==> src/rtl/id_decode_stage.sv <==
// RV32I decode stage: register file, instruction decode, load-use stall.
// Drives the ID/EX register inputs; the register file is written from WB.
module id_decode_stage #(
   parameter int NREGS = 32,
   parameter int XLEN  = 32
) (
   input  logic            clk,
   input  logic            reset,
   input  logic [31:0]     instr_in,
   input  logic            instr_valid,
   input  logic            wb_wen,
   input  logic [4:0]      wb_rd,
   input  logic [XLEN-1:0] wb_data,
   input  logic [4:0]      ex_rd,
   input  logic            ex_load,
   output logic [XLEN-1:0] data_1_out,
   output logic [XLEN-1:0] data_2_out,
   output logic [4:0]      Rd_out,
   output logic [3:0]      ALU_ctrl_out,
   output logic            ALU_src_out,
   output logic [XLEN-1:0] imm_out,
   output logic            MEM_wen_out,
   output logic            WB_sel_out,
   output logic            stall_out,
   output logic            illegal_out
);

   typedef enum logic [3:0] {
      ALU_ADD  = 4'd0,
      ALU_SUB  = 4'd1,
      ALU_AND  = 4'd2,
      ALU_OR   = 4'd3,
      ALU_XOR  = 4'd4,
      ALU_SLL  = 4'd5,
      ALU_SRL  = 4'd6,
      ALU_SRA  = 4'd7,
      ALU_SLT  = 4'd8,
      ALU_SLTU = 4'd9
   } alu_e;

   localparam logic [6:0] OPC_OP  = 7'b0110011;
   localparam logic [6:0] OPC_IMM = 7'b0010011;
   localparam logic [6:0] OPC_LW  = 7'b0000011;
   localparam logic [6:0] OPC_SW  = 7'b0100011;
   localparam logic [6:0] OPC_LUI = 7'b0110111;

   logic [XLEN-1:0] rf [NREGS];

   logic [6:0] opcode;
   logic [2:0] funct3;
   logic [6:0] funct7;
   logic [4:0] rs1;
   logic [4:0] rs2;
   logic [4:0] rd_fld;

   assign opcode = instr_in[6:0];
   assign funct3 = instr_in[14:12];
   assign funct7 = instr_in[31:25];
   assign rs1    = instr_in[19:15];
   assign rs2    = instr_in[24:20];
   assign rd_fld = instr_in[11:7];

   logic is_op;
   logic is_imm;
   logic is_lw;
   logic is_sw;
   logic is_lui;

   assign is_op  = (opcode == OPC_OP);
   assign is_imm = (opcode == OPC_IMM);
   assign is_lw  = (opcode == OPC_LW);
   assign is_sw  = (opcode == OPC_SW);
   assign is_lui = (opcode == OPC_LUI);

   always_ff @(posedge clk or negedge reset) begin
      if (!reset) begin
         for (int i = 0; i < NREGS; i++) begin
            rf[i] <= '0;
         end
      end else if (wb_wen && wb_rd != 5'd0) begin
         rf[wb_rd] <= wb_data;
      end
   end

   // WB write-through so a value written this cycle is seen by decode now
   logic [XLEN-1:0] rs1_val;
   logic [XLEN-1:0] rs2_val;

   always_comb begin
      rs1_val = '0;
      rs2_val = '0;
      if (rs1 != 5'd0) begin
         rs1_val = (wb_wen && wb_rd == rs1) ? wb_data : rf[rs1];
      end
      if (rs2 != 5'd0) begin
         rs2_val = (wb_wen && wb_rd == rs2) ? wb_data : rf[rs2];
      end
   end

   logic            legal;
   logic            use1;
   logic            use2;
   alu_e            alu;
   logic            src;
   logic [XLEN-1:0] imm;
   logic [4:0]      rd;
   logic            mwen;
   logic            wbsel;
   alu_e            f3_alu;

   always_comb begin
      f3_alu = ALU_ADD;
      case (funct3)
         3'b000:  f3_alu = ALU_ADD;
         3'b001:  f3_alu = ALU_SLL;
         3'b010:  f3_alu = ALU_SLT;
         3'b011:  f3_alu = ALU_SLTU;
         3'b100:  f3_alu = ALU_XOR;
         3'b101:  f3_alu = instr_in[30] ? ALU_SRA : ALU_SRL;
         3'b110:  f3_alu = ALU_OR;
         default: f3_alu = ALU_AND;
      endcase
   end

   always_comb begin
      legal = 1'b0;
      use1  = 1'b0;
      use2  = 1'b0;
      alu   = ALU_ADD;
      src   = 1'b0;
      imm   = '0;
      rd    = '0;
      mwen  = 1'b0;
      wbsel = 1'b0;
      unique case (1'b1)
         is_op: begin
            legal = (funct7 == 7'h00) ||
                    (funct7 == 7'h20 &&
                     (funct3 == 3'b000 || funct3 == 3'b101));
            use1  = 1'b1;
            use2  = 1'b1;
            rd    = rd_fld;
            alu   = f3_alu;
            if (funct7[5] && funct3 == 3'b000) alu = ALU_SUB;
         end
         is_imm: begin
            use1 = 1'b1;
            src  = 1'b1;
            rd   = rd_fld;
            alu  = f3_alu;
            if (funct3 == 3'b001 || funct3 == 3'b101) begin
               legal = (funct7 == 7'h00) ||
                       (funct7 == 7'h20 && funct3 == 3'b101);
               imm   = {27'd0, instr_in[24:20]};
            end else begin
               legal = 1'b1;
               imm   = {{20{instr_in[31]}}, instr_in[31:20]};
            end
         end
         is_lw: begin
            legal = (funct3 == 3'b010);
            use1  = 1'b1;
            src   = 1'b1;
            rd    = rd_fld;
            wbsel = 1'b1;
            imm   = {{20{instr_in[31]}}, instr_in[31:20]};
         end
         is_sw: begin
            legal = (funct3 == 3'b010);
            use1  = 1'b1;
            use2  = 1'b1;
            src   = 1'b1;
            mwen  = 1'b1;
            imm   = {{20{instr_in[31]}}, funct7, rd_fld};
         end
         is_lui: begin
            legal = 1'b1;
            src   = 1'b1;
            rd    = rd_fld;
            imm   = {instr_in[31:12], 12'd0};
         end
         default: begin
            legal = 1'b0;
         end
      endcase
   end

   logic hazard;
   logic emit;

   // Only sources the instruction actually reads can cause a load-use stall
   assign hazard = ex_load && ex_rd != 5'd0 &&
                   ((use1 && ex_rd == rs1) ||
                    (use2 && ex_rd == rs2));

   assign emit      = reset && instr_valid && legal && !hazard;
   assign stall_out = reset && instr_valid && legal && hazard;

   assign data_1_out   = (emit && !is_lui) ? rs1_val : '0;
   assign data_2_out   = (emit && use2) ? rs2_val : '0;
   assign Rd_out       = emit ? rd : 5'd0;
   assign ALU_ctrl_out = emit ? alu : 4'd0;
   assign ALU_src_out  = emit && src;
   assign imm_out      = emit ? imm : '0;
   assign MEM_wen_out  = emit && mwen;
   assign WB_sel_out   = emit && wbsel;

   logic illegal_q;

   always_ff @(posedge clk or negedge reset) begin
      if (!reset) begin
         illegal_q <= 1'b0;
      end else if (instr_valid && !legal) begin
         illegal_q <= 1'b1;
      end
   end

   assign illegal_out = illegal_q;

endmodule

==> config.mk <==
export PLATFORM = sky130hd
export DESIGN_NAME = id_decode_stage
export DESIGN_NICKNAME = d
export VERILOG_FILES = /design/src/rtl/id_decode_stage.sv
export SDC_FILE = /design/constraint.sdc
export NUM_CORES = 2
export LEC_CHECK = 0
export BUFFER_PORTS_ARGS = -buffer_cell sky130_fd_sc_hd__clkbuf_2
export CORE_MARGIN = 2
export CORE_UTILIZATION = 45
export DETAILED_ROUTE_END_ITERATION = 8
export PLACE_DENSITY_LB_ADDON = 0.3
export SYNTH_ARGS = -nofsm -noshare
export SYNTH_HDL_FRONTEND = slang
export SYNTH_SLANG_ARGS = --single-unit
==> constraint.sdc <==
create_clock -name clk -period 2.9 [get_ports clk]
set_input_delay 0.29 -clock clk [delete_from_list [all_inputs] [get_ports clk]]
set_output_delay 0.29 -clock clk [all_outputs]
set_load 0.05 [all_outputs]
==> impl_metrics.tcl <==
set metrics [dict create \
    die_h_um 353.5 \
    slowest_delay_ns 0.48 \
    firstDrtPassIters 7 \
    critPathLaunchType "register" \
    synth_edf_count 0 \
    cts_max_path_buffers 3 \
    area_growth_pct 20.23 \
    place_congestion 0.8658 \
    min_period_over_period_pct 103.9 \
    die_w_um 353.5 \
    dp_hpwl_um 115200 \
    dieArea_sq_mm 0.1250 \
    synthFlopType "dfrtp_1" \
    stdcell_count 5754 \
    core-area_sq_mm 0.1216 \
    fin_crit_ns 3.012 \
    rsz0062_at_grt "true" \
    cp_slowest_cell "mux4_2" \
    min_path_type "input pin to register" \
    fin_nets 4116 \
    cts_tree "built" \
    max_freq_ghz 0.3320 \
    critPathRequiredTime_ns 2.61 \
    ios 189 \
    synth_most_common_cell "dfrtp_1" \
    drive_gt1_share_pct 56.71 \
    preCtsSetupSlack_ns -0.01470 \
    slew_headroom_pct 17.03 \
    syn_area_sq_mm 0.05498 \
    yosysTopAreaCellShare_pct 46.65 \
    finalSetupViolCount 30 \
    failed_checks "setup timing" \
    htree_levels 3 \
    synth_area_per_cell_sq_um 14.32 \
    root_buffer "clkbuf_16" \
    max-vdd-ir-drop_v 0.0006343 \
    power_density_mw_per_mm2 646.8 \
    syn_inst 3840 \
    synth.net_count 3919 \
    outcome "finished with violations" \
    nFillCells 9884 \
    first_iter_violations 4101 \
    final_util_pct 54.38 \
    worst_pin_slew_ns 1.242 \
    grt_max_degree 169 \
    path_max_fanout 3 \
    viasPerCell 6.631 \
    grt_pass1_wl_um 270900 \
    antenna_left 0 \
    cts_buffers 109 \
    num_vias 38160 \
    cts.clk_slew.worst_paths_ns 0.06 \
    wirelength_um 185400 \
    synth_commonest_cells "dfrtp_1 (1025), mux2_2 (993), mux4_2 (421), clkbuf_1 (283), mux2i_1 (223)" \
    synth_seq_area_share_pct 46.65 \
    overflow 0 \
    finalSetupTns_ns -1.214 \
    yosysTopAreaCell "dfrtp_1" \
    numClockSinks 1025 \
    synth_warnings 0 \
    p_leak_nw 28.46 \
    dp_cells 5506 \
    cp-end-kind "primary output" \
    drc_errors 0 \
    synthArstFlopShare_pct 100.0 \
    portBuffers 188 \
    grt_antenna_before_repair 5 \
    post_drt_wl_per_cell_um 32.22 \
    clk_latency_ns 0.71 \
    fp-row-count 128 \
    initial_core_util_pct 45.23 \
    ys_seq_elements 1025 \
    slew_violations 0 \
    grt_pass1_vias 38710 \
    netlist_top_cells_area "dfrtp_1 (47%), mux2_2 (20%), mux4_2 (17%), mux2i_1 (4.1%), o22ai_1 (2.1%)" \
    fin_ws_ns -0.1122 \
    hold_viol 0 \
    synth.distinct_cells 50 \
    path_cells "mux4_2 > nor2_2 > a221oi_2 > a221o_1 > a22oi_2 > buf_4 > nor2b_4 > buf_6" \
    cap_violations 0 \
    skew_ns 0 \
    critPathArrivalTime_ns 2.72 \
    worstSetupPathType "register to primary output" \
    grt.total_usage_pct 29.32 \
]
## per-stage QoR
step | hold slack [ns] | power, mW | area [sq um]
4_1_cts | 0.01292 | 42.64 | 65430
3_5_place_dp | 0.3854 | 27.58 | 60860
5_1_grt | 0.04487 | 44.37 | 66100
6_report | 0.05150 | 42.75 | 66100
2_1_floorplan | -0.005591 | 24.74 | 55130
3_3_place_gp | 0.3820 | 27.26 | 60860
## registers in the layout (all words and copies together) (netlist names)
name,flops
illegal_out,1
rf,1024
## layout make-up
class                           instances  area (sq um)  share of cell area, %
Clock inverter                         47         660.6                 0.9994
Clock buffer                          153          3136                  4.743
Multi-Input combinational cell       2358         28650                  43.35
Tap cell                             1625          2033                  3.076
Antenna cell                            3         7.507                0.01136
Sequential cell                      1025         25650                  38.80
Timing Repair Buffer                  538          5946                  8.994
Inverter                                5         18.77                0.02839
## metal layers
metal / track usage (%) / share of wire, % / vias to the layer above
li1: - / - / 15300
met1: 40.20 / 40 / 20640
met2: 46.13 / 47 / 1793
met3: 5.799 / 8.3 / 422
met4: 11.59 / 4.2 / 4
met5: 0 / 0.016 / -
## layout by cell type, fill, tap and decap left out, types with 8 or more instances in the layout
master,instances
clkbuf_1,22
nor4_1,31
nand3b_1,12
nand2_4,15
clkbuf_8,39
o22ai_2,8
nor2_1,24
xor2_1,10
a221oi_2,19
a21oi_1,9
clkbuf_2,106
a221oi_1,43
clkinv_2,19
a21oi_2,11
buf_4,230
mux2_2,993
nor4_2,8
buf_12,147
nor2b_4,11
nor2_4,53
dfrtp_1,1025
nand2_1,32
a22oi_1,40
buf_6,9
xnor2_1,12
nor2_2,27
mux2i_1,219
a221o_1,31
mux4_2,421
buf_8,15
a22oi_2,28
bufinv_16,13
nor3_1,33
clkbuf_16,113
o22ai_1,178
nor2b_1,21
## worst max-delay path, delay by kind of cell, from the launching register on
| family | cells | cell delay [ns] |
|---|---|---|
| mux | 1 | 0.48 |
| buf+inv | 2 | 0.31 |
| simple gates | 2 | 0.15 |
| compound gates | 3 | 0.68 |
| flops | 1 | 0.39 |
## path summary, 6_finish.rpt
kind / cells after the start / endpoint / from / slack (ns)
min in group asynchronous: 3 / rf[888]$_DFFE_PN0P_ / reset / 0.80
worst min-delay path: 2 / rf[760]$_DFFE_PN0P_ / wb_data[24] / 0.05
worst max-delay path: 8 / data_2_out[8] / rf[552]$_DFFE_PN0P_ / -0.11
max in group asynchronous: 4 / rf[614]$_DFFE_PN0P_ / reset / 0.49
worst min register to register: 0 / rf[1011]$_DFFE_PN0P_ / rf[1011]$_DFFE_PN0P_ / 0.40
worst max register to register: 2 / rf[440]$_DFFE_PN0P_ / rf[440]$_DFFE_PN0P_ / 1.98
## logic make-up after synthesis
kind of cell	synth area share, %
mux	41.64
simple gates	3.004
buf+inv	3.350
xor+xnor	0.3504
compound gates	5.002
flops	46.65
## what timing repair did
item                                    CTS  global route
endpoints found under the setup margin   38            76
pin swaps                                39            64
cloned                                    0             3
hold endpoints to repair                352             0
gates resized for setup                 115           126
hold buffers                              7             0
setup buffers                            26            10
## power by group
group / internal [mW] / switching [mW] / leakage [nW] / total (mW)
sequential: 17.0 / 2.05 / 13.1 / 19.1
combinational: 5.25 / 3.54 / 13.5 / 8.78
clock: 8.71 / 6.18 / 1.86 / 14.9
total: 31.0 / 11.8 / 28.5 / 42.8
Power figures use the tool's default switching activity.
